$ cat config.mk
export PLATFORM = sky130hd
export DESIGN_NAME = attn_job_scheduler_flat
export DESIGN_NICKNAME = d
export VERILOG_FILES = /design/src/rtl/attn_job_scheduler_pkg.sv /design/src/rtl/attn_job_scheduler_if.sv /design/src/rtl/attn_job_scheduler_rr_arbiter.sv /design/src/rtl/attn_job_scheduler.sv /design/src/flat_wrapper.sv
export SDC_FILE = /design/constraint.sdc
export NUM_CORES = 1
export LEC_CHECK = 0
export ABC_CLOCK_PERIOD_IN_PS = 6550
export CELL_PAD_IN_SITES_DETAIL_PLACEMENT = 0
export CELL_PAD_IN_SITES_GLOBAL_PLACEMENT = 1
export CORE_UTILIZATION = 38
export CTS_CLUSTER_SIZE = 30
export DETAILED_ROUTE_END_ITERATION = 6
export HOLD_SLACK_MARGIN = 0.12
export PLACE_DENSITY = 0.84
export REMOVE_ABC_BUFFERS = 1
export SLEW_MARGIN = 5
export SYNTH_ARGS = -nofsm -noshare
export SYNTH_HDL_FRONTEND = slang
export SYNTH_SLANG_ARGS = --single-unit
$ cat constraint.sdc
create_clock -name clk -period 6.55 [get_ports clk]
set_input_delay 0.655 -clock clk [delete_from_list [all_inputs] [get_ports clk]]
set_output_delay 0.655 -clock clk [all_outputs]
set_load 0.01 [all_outputs]
$ cat src/rtl/attn_job_scheduler_pkg.sv
// Shared types and helpers for the attention-engine job scheduler.
// Holds the FSM state encoding, the debug width, and the round-robin pick function.
package attn_sched_pkg;

  localparam int DBG_STATE_W = 3;
  localparam int RR_MAX      = 32;

  typedef enum logic [DBG_STATE_W-1:0] {
    S_IDLE     = 3'd0,
    S_LAUNCH   = 3'd1,
    S_WAIT     = 3'd2,
    S_ABORT    = 3'd3,
    S_COMPLETE = 3'd4
  } sched_state_e;

  // One-hot grant of the first set request found searching upward from ptr+1,
  // wrapping at n. Vectors are padded to RR_MAX so the function stays width-generic.
  function automatic logic [RR_MAX-1:0] next_rr(input logic [RR_MAX-1:0] req,
                                                input int ptr,
                                                input int n);
    logic [RR_MAX-1:0] gnt;
    logic              found;
    int                idx;
    gnt   = '0;
    found = 1'b0;
    for (int i = 1; i <= RR_MAX; i++) begin
      idx = ptr + i;
      if (idx >= n) idx = idx - n;
      if ((i <= n) && !found && (idx < RR_MAX) && req[idx[4:0]]) begin
        gnt[idx[4:0]] = 1'b1;
        found         = 1'b1;
      end
    end
    return gnt;
  endfunction

endpackage

$ cat src/rtl/attn_job_scheduler_if.sv
// Requester and engine signal bundle between the scheduler (master) and its clients (slave).
// Handshake: req is a level held until the cycle ack pulses for that requester; engine_start
// and engine_abort are one-cycle pulses; engine_done may be a pulse or a level and is only
// honoured while the scheduler is waiting on the engine.
interface attn_sched_if #(
  parameter int NUM_REQ = 4,
  parameter int IDX_W   = $clog2(NUM_REQ)
);
  logic [NUM_REQ-1:0] req;
  logic [NUM_REQ-1:0] ack;
  logic               resp_err;
  logic [IDX_W-1:0]   grant_idx;
  logic               busy;
  logic               engine_start;
  logic               engine_abort;
  logic               engine_done;

  modport master (
    input  req, engine_done,
    output ack, resp_err, grant_idx, busy, engine_start, engine_abort
  );

  modport slave (
    output req, engine_done,
    input  ack, resp_err, grant_idx, busy, engine_start, engine_abort
  );
endinterface

$ cat src/rtl/attn_job_scheduler_rr_arbiter.sv
// Combinational round-robin picker: first request above the pointer, with wrap.
// Produces a valid flag and the binary index of the chosen requester.
module rr_arbiter
  import attn_sched_pkg::*;
#(
  parameter int NUM_REQ = 4,
  parameter int IDX_W   = $clog2(NUM_REQ)
) (
  input  logic [NUM_REQ-1:0] i_req,
  input  logic [IDX_W-1:0]   i_ptr,
  output logic               o_grant_valid,
  output logic [IDX_W-1:0]   o_grant_idx
);

  logic [RR_MAX-1:0] w_req_ext;
  logic [RR_MAX-1:0] w_onehot;
  logic              w_unused_bits;

  assign w_req_ext     = RR_MAX'(i_req);
  assign w_onehot      = next_rr(w_req_ext, int'(i_ptr), NUM_REQ);
  assign w_unused_bits = ^w_onehot;
  assign o_grant_valid = |i_req;

  always_comb begin
    o_grant_idx = '0;
    for (int i = 0; i < NUM_REQ; i++) begin
      if (w_onehot[i]) o_grant_idx = IDX_W'(i);
    end
  end

endmodule

$ cat src/rtl/attn_job_scheduler.sv
// Round-robin job scheduler sharing one self-attention engine among NUM_REQ requesters.
// Performance counters exist only when ATTN_SCHED_PERF_CNT_EN is defined; otherwise tied to 0.
module attn_job_scheduler
  import attn_sched_pkg::*;
#(
  parameter int NUM_REQ        = 4,
  parameter int IDX_W          = $clog2(NUM_REQ),
  parameter int TIMEOUT_CYCLES = 4096,
  parameter int TMR_W          = 32
) (
  input  logic                   clk,
  input  logic                   rst,
  input  logic                   sched_en,
  attn_sched_if.master           bus,
  output logic [DBG_STATE_W-1:0] fsm_debug_state,
  output logic [TMR_W-1:0]       perf_jobs,
  output logic [TMR_W-1:0]       perf_busy_cycles
);

  localparam logic             WDOG_EN   = (TIMEOUT_CYCLES != 0);
  localparam logic [TMR_W-1:0] WDOG_LAST = WDOG_EN ? TMR_W'(TIMEOUT_CYCLES - 1) : '0;

  sched_state_e       r_state;
  sched_state_e       w_state_next;
  logic [IDX_W-1:0]   r_grant_idx;
  logic [IDX_W-1:0]   r_rr_ptr;
  logic               r_busy;
  logic               r_resp_err;
  logic [TMR_W-1:0]   r_timer;
  logic               w_arb_valid;
  logic [IDX_W-1:0]   w_arb_idx;
  logic [NUM_REQ-1:0] w_ack;

  rr_arbiter #(
    .NUM_REQ (NUM_REQ),
    .IDX_W   (IDX_W)
  ) u_arb (
    .i_req         (bus.req),
    .i_ptr         (r_rr_ptr),
    .o_grant_valid (w_arb_valid),
    .o_grant_idx   (w_arb_idx)
  );

  always_ff @(posedge clk) begin
    if (rst) r_state <= S_IDLE;
    else     r_state <= w_state_next;
  end

  always_comb begin
    w_state_next = r_state;
    case (r_state)
      S_IDLE:     if (sched_en && w_arb_valid) w_state_next = S_LAUNCH;
      S_LAUNCH:   w_state_next = S_WAIT;
      // Done takes priority over an expiring watchdog in the same cycle.
      S_WAIT: begin
        if (bus.engine_done)                       w_state_next = S_COMPLETE;
        else if (WDOG_EN && (r_timer == WDOG_LAST)) w_state_next = S_ABORT;
      end
      S_ABORT:    w_state_next = S_COMPLETE;
      S_COMPLETE: w_state_next = S_IDLE;
      default:    w_state_next = S_IDLE;
    endcase
  end

  always_ff @(posedge clk) begin
    if (rst) begin
      r_grant_idx <= '0;
      r_rr_ptr    <= IDX_W'(NUM_REQ - 1);
      r_busy      <= 1'b0;
      r_resp_err  <= 1'b0;
      r_timer     <= '0;
    end else begin
      case (r_state)
        S_IDLE: begin
          if (w_state_next == S_LAUNCH) begin
            r_grant_idx <= w_arb_idx;
            r_busy      <= 1'b1;
          end
        end
        S_LAUNCH: r_timer <= '0;
        S_WAIT: begin
          if (r_timer != '1)   r_timer    <= r_timer + TMR_W'(1);
          if (bus.engine_done) r_resp_err <= 1'b0;
        end
        S_ABORT: r_resp_err <= 1'b1;
        S_COMPLETE: begin
          r_rr_ptr <= r_grant_idx;
          r_busy   <= 1'b0;
        end
        default: ;
      endcase
    end
  end

  always_comb begin
    w_ack = '0;
    if (r_state == S_COMPLETE) w_ack[r_grant_idx] = 1'b1;
  end

  assign bus.ack          = w_ack;
  assign bus.resp_err     = (r_state == S_COMPLETE) && r_resp_err;
  assign bus.grant_idx    = r_grant_idx;
  assign bus.busy         = r_busy;
  assign bus.engine_start = (r_state == S_LAUNCH);
  assign bus.engine_abort = (r_state == S_ABORT);
  assign fsm_debug_state  = r_state;

`ifdef ATTN_SCHED_PERF_CNT_EN
  logic [TMR_W-1:0] r_perf_jobs;
  logic [TMR_W-1:0] r_perf_busy;

  // Both counters saturate rather than wrap.
  always_ff @(posedge clk) begin
    if (rst) begin
      r_perf_jobs <= '0;
      r_perf_busy <= '0;
    end else begin
      if ((r_state == S_COMPLETE) && (r_perf_jobs != '1)) r_perf_jobs <= r_perf_jobs + TMR_W'(1);
      if (r_busy && (r_perf_busy != '1))                  r_perf_busy <= r_perf_busy + TMR_W'(1);
    end
  end

  assign perf_jobs        = r_perf_jobs;
  assign perf_busy_cycles = r_perf_busy;
`else
  assign perf_jobs        = '0;
  assign perf_busy_cycles = '0;
`endif

endmodule

$ cat src/flat_wrapper.sv
// flat-port wrapper written by rule: the top's interface ports become plain ports
module attn_job_scheduler_flat import attn_sched_pkg::*;
#(
  parameter int NUM_REQ        = 4,
  parameter int IDX_W          = $clog2(NUM_REQ),
  parameter int TIMEOUT_CYCLES = 4096,
  parameter int TMR_W          = 32
)
  (clk, rst, sched_en, fsm_debug_state, perf_jobs, perf_busy_cycles, bus_req, bus_engine_done, bus_ack, bus_resp_err, bus_grant_idx, bus_busy, bus_engine_start, bus_engine_abort);
  attn_sched_if #(.NUM_REQ(NUM_REQ), .IDX_W(IDX_W)) bus_i ();
  input  logic clk;
  input  logic rst;
  input  logic sched_en;
  output logic [DBG_STATE_W-1:0] fsm_debug_state;
  output logic [TMR_W-1:0] perf_jobs;
  output logic [TMR_W-1:0] perf_busy_cycles;
  input wire logic [$bits(bus_i.req)-1:0] bus_req;
  input wire logic [$bits(bus_i.engine_done)-1:0] bus_engine_done;
  output wire logic [$bits(bus_i.ack)-1:0] bus_ack;
  output wire logic [$bits(bus_i.resp_err)-1:0] bus_resp_err;
  output wire logic [$bits(bus_i.grant_idx)-1:0] bus_grant_idx;
  output wire logic [$bits(bus_i.busy)-1:0] bus_busy;
  output wire logic [$bits(bus_i.engine_start)-1:0] bus_engine_start;
  output wire logic [$bits(bus_i.engine_abort)-1:0] bus_engine_abort;
  assign bus_i.req = bus_req;
  assign bus_i.engine_done = bus_engine_done;
  assign bus_ack = bus_i.ack;
  assign bus_resp_err = bus_i.resp_err;
  assign bus_grant_idx = bus_i.grant_idx;
  assign bus_busy = bus_i.busy;
  assign bus_engine_start = bus_i.engine_start;
  assign bus_engine_abort = bus_i.engine_abort;
  attn_job_scheduler #(.NUM_REQ(NUM_REQ), .IDX_W(IDX_W), .TIMEOUT_CYCLES(TIMEOUT_CYCLES), .TMR_W(TMR_W)) u_core (.clk(clk), .rst(rst), .sched_en(sched_en), .bus(bus_i), .fsm_debug_state(fsm_debug_state), .perf_jobs(perf_jobs), .perf_busy_cycles(perf_busy_cycles));
endmodule
==> metrics.txt, run 1 <==
outcome completed; core area 7408 sq um; cell area after synthesis 2970 sq um; Fillers roughly 740; Post-Syn Instances ~350; number of synthesized flops with an enable pin 0; iteration-0 DRC count of the detailed router 68; Hold Crit Class flop to flop; Die Area 8174 sq um; largest cells by area after synthesis dfxtp_1, buf_4, xor2_1; Die W 90.41 um; H-tree depth 2; initial antenna violation count 0; Fin. Hold Viols 0; final setup violation count 0; Worst Setup Path Type flop to flop; Die H 90.41 um; P_leak 0.001277 uW; Synth cell types 56; Multi-input gate area roughly 1800 sq um; DRT Wirelength around 5500 um; Routed Antenna Nets 0; Remaining Overflow, GRT 0; port buffer count 20; Synth Register Bits 41; I/O Pins 85; fmax 356.2 MHz; via/cell ratio 4.899; cell total after placement 457; crit-path cells inv_1 -> ha_1 -> mux2_2 -> a22oi_1 -> nand4_1 -> and3_1 -> a221oi_1; Worst-Skew Late Latency 300 ps; Area Growth Syn to Fin 4.886%; CP max stage cell dfxtp_1; Main synth FF type dfxtp_1; most common library cell in the layout ignoring fill and taps conb_1; commonest cells after routing, fill and taps aside conb_1, nor2_1, dfxtp_1; Design Power approximately 520 uW; Avg WL per Cell between 10 and 15 um; post-synthesis async set-or-reset flop share 0; PwrDens 167.0 nW/um^2; pre-CTS setup slack about 3800 ps; number of global-route vias before repair 1932; nets@finish 382; Worst slew margin 0.5142; Post-DP HPWL 3925 um; RSZ-0062 raised after global routing false; first-pass GRT wire length 9390 um; root buf cell clkbuf_8; worst-margin pin slew 726.3 ps; Finished Layout Cells 465; starting density of the core 0.4009; Worst EP required around 6800 ps; Tmin final 2807 ps; CP peak stage delay roughly 670 ps; largest net degree at the start of global routing 31; Setup crit end kind flop; clk slew on worst S/H paths ~90 ps; vias 2278; clk_skew 10.22 ps; CTS resizes 0; final slew viol count 0; Rows 31; Clock Path Buffers 2; CTS tree done; # clock sinks 41; Yosys warnings 0; Final Cycle Share 0.4286; syn_area_per_cell approximately 8.6 sq um; setup bufs post-CTS 0; DRC 0; Synth top area share 0.2763; fraction of layout cells with a size suffix above 1 0.08470; GR Util All Layers 0.1397; max-cap viol count 0; PnR worst setup slack ~3700 ps; ANT cells 0; post-synthesis cell type with the largest combined area dfxtp_1; Hold Buf Count CTS 0; sequential-to-total area share from yosys stat 0.2763; family with the most delay on the worst path flip-flops; final setup TNS 0 ps; routability congestion estimate 0.8328; CTS Buf Count 5; FF+latch area 820.8 sq um; Crit path arrival time 3010 ps; crit-path max FO 13; Pre-antenna DRT Iters 4; CP bufs+invs 1; Max VDD drop ~0.076 mV; Worst Setup Start Kind flop
[cell type report]
class	count	area share
clock inverter	2	0.004418
clock buffer	6	0.02651
inverter	8	0.009639
tap	99	0.03976
sequential	41	0.2635
multi-input combinational	288	0.5896
timing repair buffer	21	0.06667
[path summary, 6_finish.rpt]
kind	slack [ps]	end	cells past startpoint	from
max	3740	u_core.bus.grant_idx[1]	7	u_core.r_rr_ptr[0]
min	460	u_core.bus.busy	2	u_core.bus.busy
max reg2reg	3740	u_core.bus.grant_idx[1]	7	u_core.r_rr_ptr[0]
min reg2reg	460	u_core.bus.busy	2	u_core.bus.busy
[Yosys cell counts (3+ instances only)]
| library cell | count |
|---|---|
| buf_4 | 64 |
| nor2_1 | 46 |
| dfxtp_1 | 41 |
| xor2_1 | 25 |
| nand2_1 | 11 |
| nand3_1 | 11 |
| a21oi_1 | 10 |
| nand4_1 | 10 |
| ha_1 | 9 |
| inv_1 | 8 |
| o211ai_1 | 8 |
| o2111ai_1 | 7 |
| and3_1 | 6 |
| clkbuf_1 | 6 |
| nor3_1 | 6 |
| and2_1 | 5 |
| and4_1 | 5 |
| nor3b_1 | 5 |
| mux2i_1 | 4 |
| nor4_1 | 4 |
| o21ai_0 | 4 |
| xnor2_1 | 4 |
| nor2b_1 | 3 |
[report_power, final]
part | switching, uW | internal, uW
combinational | 52.0 | 28.3
clock | 95.4 | 85.6
sequential | 6.12 | 253
[per-stage QoR]
step | utilization | hold WS (ps) | instance area, sq um
after global routing | 0.4205 | 502.9 | 3115
after floorplan | - | 438.3 | 2683
after CTS | 0.4205 | 464.1 | 3115
final | 0.4205 | 461.9 | 3115
after global placement | 0.4075 | 450.9 | 3019
after detailed placement | 0.4075 | 452.0 | 3019
[layer usage]
metal / routed length (um) / track usage / up-vias
met5: 0 / 0 / -
met4: 97 / 0.05242 / 0
met3: 281 / 0.02357 / 8
met2: 2493 / 0.2214 / 87
met1: 2651 / 0.1895 / 1053
li1: - / - / 1130
[state kept, by name, indices dropped and copies added, names as in the netlist]
register and count:
u_core.fsm_debug_state 3, u_core.bus.grant_idx 2, u_core.r_rr_ptr 2, u_core.r_resp_err 1
u_core.bus.busy 1, u_core.r_timer 32
[tightest hold or removal path, cell delays in order (launching register included)]
cell	delay (ps)
dfxtp_1	320
nand2_1	50
a21oi_1	50
[cell families after synthesis]
kind of cell,synth area share
compound gates,0.1091
xor+xnor,0.08551
fa+ha+maj,0.03791
buf+inv,0.1866
flops,0.2763
mux,0.04633
other cells,0.001262
simple gates,0.2570
Note: power is estimated with default switching activity, not from simulation.
==> run 2: changes to the inputs <==
--- a/config.mk
+++ b/config.mk
@@ -5,14 +5,14 @@
 export SDC_FILE = /design/constraint.sdc
 export NUM_CORES = 1
 export LEC_CHECK = 0
-export ABC_CLOCK_PERIOD_IN_PS = 6550
+export ABC_CLOCK_PERIOD_IN_PS = 2800
 export CELL_PAD_IN_SITES_DETAIL_PLACEMENT = 0
 export CELL_PAD_IN_SITES_GLOBAL_PLACEMENT = 1
-export CORE_UTILIZATION = 38
+export CORE_UTILIZATION = 35
 export CTS_CLUSTER_SIZE = 30
 export DETAILED_ROUTE_END_ITERATION = 6
 export HOLD_SLACK_MARGIN = 0.12
-export PLACE_DENSITY = 0.84
+export PLACE_DENSITY = 0.78
 export REMOVE_ABC_BUFFERS = 1
 export SLEW_MARGIN = 5
 export SYNTH_ARGS = -nofsm -noshare
==> constraint.sdc (replaced) <==
create_clock -name clk -period 2.8 [get_ports clk]
set_input_delay 0.28 -clock clk [delete_from_list [all_inputs] [get_ports clk]]
set_output_delay 0.28 -clock clk [all_outputs]
set_load 0.01 [all_outputs]
==> run 2 against run 1 <==
Final cell count up 1.9%. Largest power group unchanged. Clock-buffer cell count is 1 lower. Clock skew rose by 12 ps. Total power grew 150%. Maximum frequency is 12% higher. Routed wire length grew 3.9%. First-iteration DRC count up 22%. Design area grew 1.6%. Clock power grew to 2.7 times the previous value. Setup slack got worse by 3500 ps. Sequential cell count is the same. Core utilization shrank 3.5 points.
==> metrics.txt, run 2 (synthesized netlist as in run 1, its figures left out) <==
Fin. Hold Viols 0 (unchanged); Max VDD drop 0.1913 mV (was 0.07646 mV); Finished Layout Cells 474 (was 465); Setup crit end kind flop (unchanged); P_leak 0.001299 uW (was 0.001277 uW); routability congestion estimate 0.8546 (was 0.8328); max reg flops 32 (unchanged); initial antenna violation count 0 (unchanged); ANT cells 0 (unchanged); Worst EP required 3030 ps (was 6760 ps); Worst Setup Start Kind flop (unchanged); Remaining Overflow, GRT 0 (unchanged); largest net degree at the start of global routing 31 (unchanged); design area 3167 sq um (was 3115 sq um); commonest cells after routing, fill and taps aside conb_1, nor2_1, dfxtp_1 (unchanged); Pre-antenna DRT Iters 4 (unchanged); starting density of the core 0.3615 (was 0.4009); CTS tree done (unchanged); vias 2258 (was 2278); I/O Pins 85 (unchanged); Worst slew margin 0.5289 (was 0.5142); crit-path max FO 9 (was 13); Die W 94.13 um (was 90.41 um); Worst Setup Path Type flop to flop (unchanged); most common library cell in the layout ignoring fill and taps conb_1 (unchanged); GR Util All Layers 0.1343 (was 0.1397); clk_skew 22.11 ps (was 10.22 ps); Clock Path Buffers 2 (unchanged); Routed Antenna Nets 0 (unchanged); via/cell ratio 4.764 (was 4.899); fraction of layout cells with a size suffix above 1 0.09485 (was 0.08470); clk slew on worst S/H paths 90 ps (about the same); Worst-Skew Late Latency 300 ps (about the same); Hold Crit Class flop to flop (unchanged); port buffer count 20 (unchanged); max-cap viol count 0 (unchanged); Tmin final 2515 ps (was 2807 ps); final setup violation count 0 (unchanged); Crit path arrival time 2740 ps (was 3010 ps); H-tree depth 2 (unchanged); root buf cell clkbuf_8 (unchanged); Post-DP HPWL 4126 um (was 3925 um); outcome completed (unchanged); core area 8217 sq um (was 7408 sq um); worst-margin pin slew 704.5 ps (was 726.3 ps); Die H 94.13 um (was 90.41 um); Final Cycle Share 0.8983 (was 0.4286); CTS Buf Count 5 (unchanged); Most flops, register u_core.r_timer (unchanged); RSZ-0062 raised after global routing false (unchanged); nets@finish 385 (was 382); # clock sinks 41 (unchanged); fmax 397.6 MHz (was 356.2 MHz); final setup TNS 0 ps (unchanged); cell total after placement 466 (was 457); iteration-0 DRC count of the detailed router 83 (was 68); Avg WL per Cell 12.10 um (was 11.88 um); first-pass GRT wire length 9439 um (was 9390 um); DRC 0 (unchanged); number of global-route vias before repair 1961 (was 1932); DRT Wirelength 5737 um (was 5524 um); Die Area 8860 sq um (was 8174 sq um); Area Growth Syn to Fin 6.613% (was 4.886%); Rows 33 (was 31); PwrDens 406.9 nW/um^2 (was 167.0 nW/um^2); final slew viol count 0 (unchanged); placed cell area 3049 sq um (was 3019 sq um)
==> run 2: cell types whose count changed in the layout (fill, tap and decap cells not counted) <==
cell and delta:
buf_4 +3, a22oi_1 -1, a22oi_2 +1, bufinv_16 +1
clkbuf_8 -1, clkinv_4 -1, inv_6 +1
==> run 2: report_power, final <==
| group | internal [uW] | switching, uW | leakage (uW) |
|---|---|---|---|
| logic | 69.1 | 126 | 0.000909 |
| clock network | 267 | 222 | 0.0000585 |
| registers | 592 | 12.1 | 0.000331 |
==> run 2: worst paths after layout <==
path                 startpoint                       to  slack (ps)  cells past startpoint
max reg2reg  u_core.r_rr_ptr[1]  u_core.bus.grant_idx[0]         280                      8
min             u_core.bus.busy          u_core.bus.busy         460                      2
max          u_core.r_rr_ptr[1]  u_core.bus.grant_idx[0]         280                      8
min reg2reg     u_core.bus.busy          u_core.bus.busy         460                      2
==> run 2: layer usage <==
layer	global-route usage	wire length, um
met5	0	0
met4	0.04744	63
met3	0.02023	199
met2	0.2178	2683
met1	0.1797	2790
==> run 2: cell type report <==
| cell class | count | area, sq um |
|---|---|---|
| clock inverters | 3 | 43.79 |
| inverters | 8 | 30.03 |
| well taps | 105 | 131.4 |
| clock buffers | 5 | 68.82 |
| flip-flops and latches | 41 | 820.8 |
| repair buffers | 24 | 230.2 |
| fillers | 847 | 5050 |
| multi-input cells | 288 | 1842 |
==> run 2: worst max-delay path, cell delays in order (launching register included) <==
cell       delay [ps]
dfxtp_1           550
inv_1             180
ha_1              400
mux2_2            360
a22oi_2           290
nand4_1           150
a31oi_1           220
o2111ai_1         140
a31oi_1           150
==> run 2: what timing repair did <==
item                       CTS  global route
buffers inserted             0             0
hold endpoints to repair     0             0
resized for setup            0             1
setup endpoints to repair    0             2
hold buffers                 0             0
==> run 2: metrics by stage <==
step	util	power, uW	hold slack (ps)	setup slack (ps)
global route	0.3854	1349	505.8	83.04
CTS	0.3848	1299	468.6	148.9
global placement	0.3711	808.3	448.3	324.1
detailed placement	0.3711	810.6	456.2	183.6
floorplan	-	745.1	349.1	215.6
finish	0.3854	1288	463.5	284.8
==> run 3: changes to the inputs <==
--- a/config.mk
+++ b/config.mk
@@ -5,7 +5,7 @@
 export SDC_FILE = /design/constraint.sdc
 export NUM_CORES = 1
 export LEC_CHECK = 0
-export ABC_CLOCK_PERIOD_IN_PS = 2800
+export ABC_CLOCK_PERIOD_IN_PS = 2600
 export CELL_PAD_IN_SITES_DETAIL_PLACEMENT = 0
 export CELL_PAD_IN_SITES_GLOBAL_PLACEMENT = 1
 export CORE_UTILIZATION = 35
==> constraint.sdc (replaced) <==
create_clock -name clk -period 2.6 [get_ports clk]
set_input_delay 0.26 -clock clk [delete_from_list [all_inputs] [get_ports clk]]
set_output_delay 0.26 -clock clk [all_outputs]
set_load 0.01 [all_outputs]
==> run 3 against run 2 <==
Sequential share of layout area decreased by 0.28 points. Die area unchanged. Combinational power increased by 9%. Clock skew decreased by 9.7 ps. Total power increased by 16%. Setup slack improved by 25 ps. Sequential cell count unchanged. Highest routed layer unchanged. Critical path depth decreased by 4. Global-route usage increased by 0.20 points. Core utilization increased by 0.43 points. Final cell count increased by 0.42%.
==> metrics.txt, run 3 (synthesized netlist as in run 1, its figures left out) <==
outcome completed (unchanged); P_leak 0.001318 uW (was 0.001299 uW); placed cell area 3064 sq um (was 3049 sq um); nets@finish 387 (was 385); max reg flops 32 (unchanged); Tmin final around 2300 ps; most common library cell in the layout ignoring fill and taps conb_1 (unchanged); Worst-Skew Late Latency 310 ps (was 300 ps); Avg WL per Cell 12.07 um (was 12.10 um); routability congestion estimate 0.8164 (was 0.8546); Hold Crit Class flop to flop (unchanged); Worst Setup Start Kind flop (unchanged); Worst Setup Path Type flop to primary output (was flop to flop); largest net degree at the start of global routing 31 (unchanged); design area 3202 sq um (was 3167 sq um); Worst slew margin 0.5169 (was 0.5289); Setup crit end kind primary output (was flop); clk slew on worst S/H paths 90 ps (about the same); port buffer count 20 (unchanged); first-pass GRT wire length 9611 um (was 9439 um); Crit path arrival time 2030 ps (was 2740 ps); PwrDens 467.1 nW/um^2 (was 406.9 nW/um^2); CTS tree done (unchanged); final setup TNS 0 ps (unchanged); starting density of the core 0.3615 (unchanged); final slew viol count 0 (unchanged); Routed Antenna Nets 0 (unchanged); commonest cells after routing, fill and taps aside conb_1, nor2_1, dfxtp_1 (unchanged); max-cap viol count 0 (unchanged); DRC 0 (unchanged); Clock Path Buffers 2 (unchanged); # clock sinks 41 (unchanged); Post-DP HPWL 4190 um (was 4126 um); root buf cell clkbuf_8 (unchanged); Die H 94.13 um (unchanged); cell total after placement 468 (was 466); crit-path max FO 6 (was 9); Area Growth Syn to Fin 7.793% (was 6.613%); Hold Buf Count CTS 0 (unchanged); RSZ-0062 raised after global routing false (unchanged); Die W 94.13 um (unchanged); Fin. Hold Viols 0 (unchanged); Worst EP required 2340 ps (was 3030 ps); fmax 436.7 MHz; core area 8217 sq um (unchanged); clk_skew 12.39 ps (was 22.11 ps); setup bufs post-CTS 0 (unchanged); CTS Buf Count 5 (unchanged); vias 2258 (unchanged); GR Util All Layers 0.1364 (was 0.1343); iteration-0 DRC count of the detailed router 96 (was 83); fraction of layout cells with a size suffix above 1 0.09704 (was 0.09485); H-tree depth 2 (unchanged); I/O Pins 85 (unchanged); Rows 33 (unchanged); DRT Wirelength 5743 um (was 5737 um); Pre-antenna DRT Iters 4 (unchanged); worst-margin pin slew 722.3 ps (was 704.5 ps); Die Area 8860 sq um (unchanged); final setup violation count 0 (unchanged); Max VDD drop 0.2180 mV (was 0.1913 mV); via/cell ratio 4.744 (was 4.764); number of global-route vias before repair 2020 (was 1961); Finished Layout Cells 476 (was 474); Most flops, register u_core.r_timer (unchanged); Final Cycle Share 0.8807; Remaining Overflow, GRT 0 (unchanged); ANT cells 0 (unchanged); initial antenna violation count 0 (unchanged); FF-to-FF setup slack 320 ps (was 280 ps); CTS resizes 0 (unchanged)
-- run 3: changes by cell type in the layout (fill, tap and decap cells not counted) --
cell / before / now
clkinv_2: 1 / 0
a22oi_1: 0 / 1
buf_4: 4 / 6
bufinv_16: 1 / 2
a22oi_2: 1 / 0
-- run 3: worst paths after layout --
kind	endpoint	from	cells after the start
min reg2reg	u_core.bus.busy	u_core.bus.busy	2
min	u_core.bus.busy	u_core.bus.busy	2
max	bus_ack[1]	u_core.fsm_debug_state[0]	4
max reg2reg	u_core.bus.grant_idx[1]	u_core.r_rr_ptr[0]	7
-- run 3: worst max-delay path, stage by stage (launching register included) --
cell	delay (ps)
dfxtp_1	370
nor2_1	230
and2_0	390
and3_1	210
clkdlybuf4s50_1	530
-- run 3: metrics by stage --
stage | utilization | worst slack [ps] | hold slack [ps] | total power (uW)
floorplan | - | 15.60 | 329.1 | 802.5
global placement | 0.3729 | 417.8 | 451.9 | 874.1
detailed placement | 0.3729 | 329.6 | 453.1 | 875.4
CTS | 0.3897 | 320.6 | 465.8 | 1508
global route | 0.3897 | 119.1 | 494.1 | 1555
finish | 0.3897 | 310.2 | 461.4 | 1496
-- run 3: final cells by class --
cell class,count,area (sq um)
clock buffer,5,68.82
clock inverter,3,68.82
fill,840,5015
inverter,8,30.03
multi-input combinational,288,1837
sequential,41,820.8
tap,105,131.4
timing repair buffer,26,245.2
-- run 3: where the power goes --
group          total [uW]  switching, uW  internal [uW]
Sequential            650           12.3            637
Clock                 634            247            387
Combinational         212            136           75.6
Total                1500            396           1100
-- run 3: metal layers --
metal  up-vias  track usage  wire, um  share of wire
met3         7      0.02670       234          0.041
met4         0      0.05385       103          0.018
met2        75       0.2220      2601           0.45
met1      1047       0.1758      2804           0.49
li1       1129            -         -              -
met5         -            0         0              0
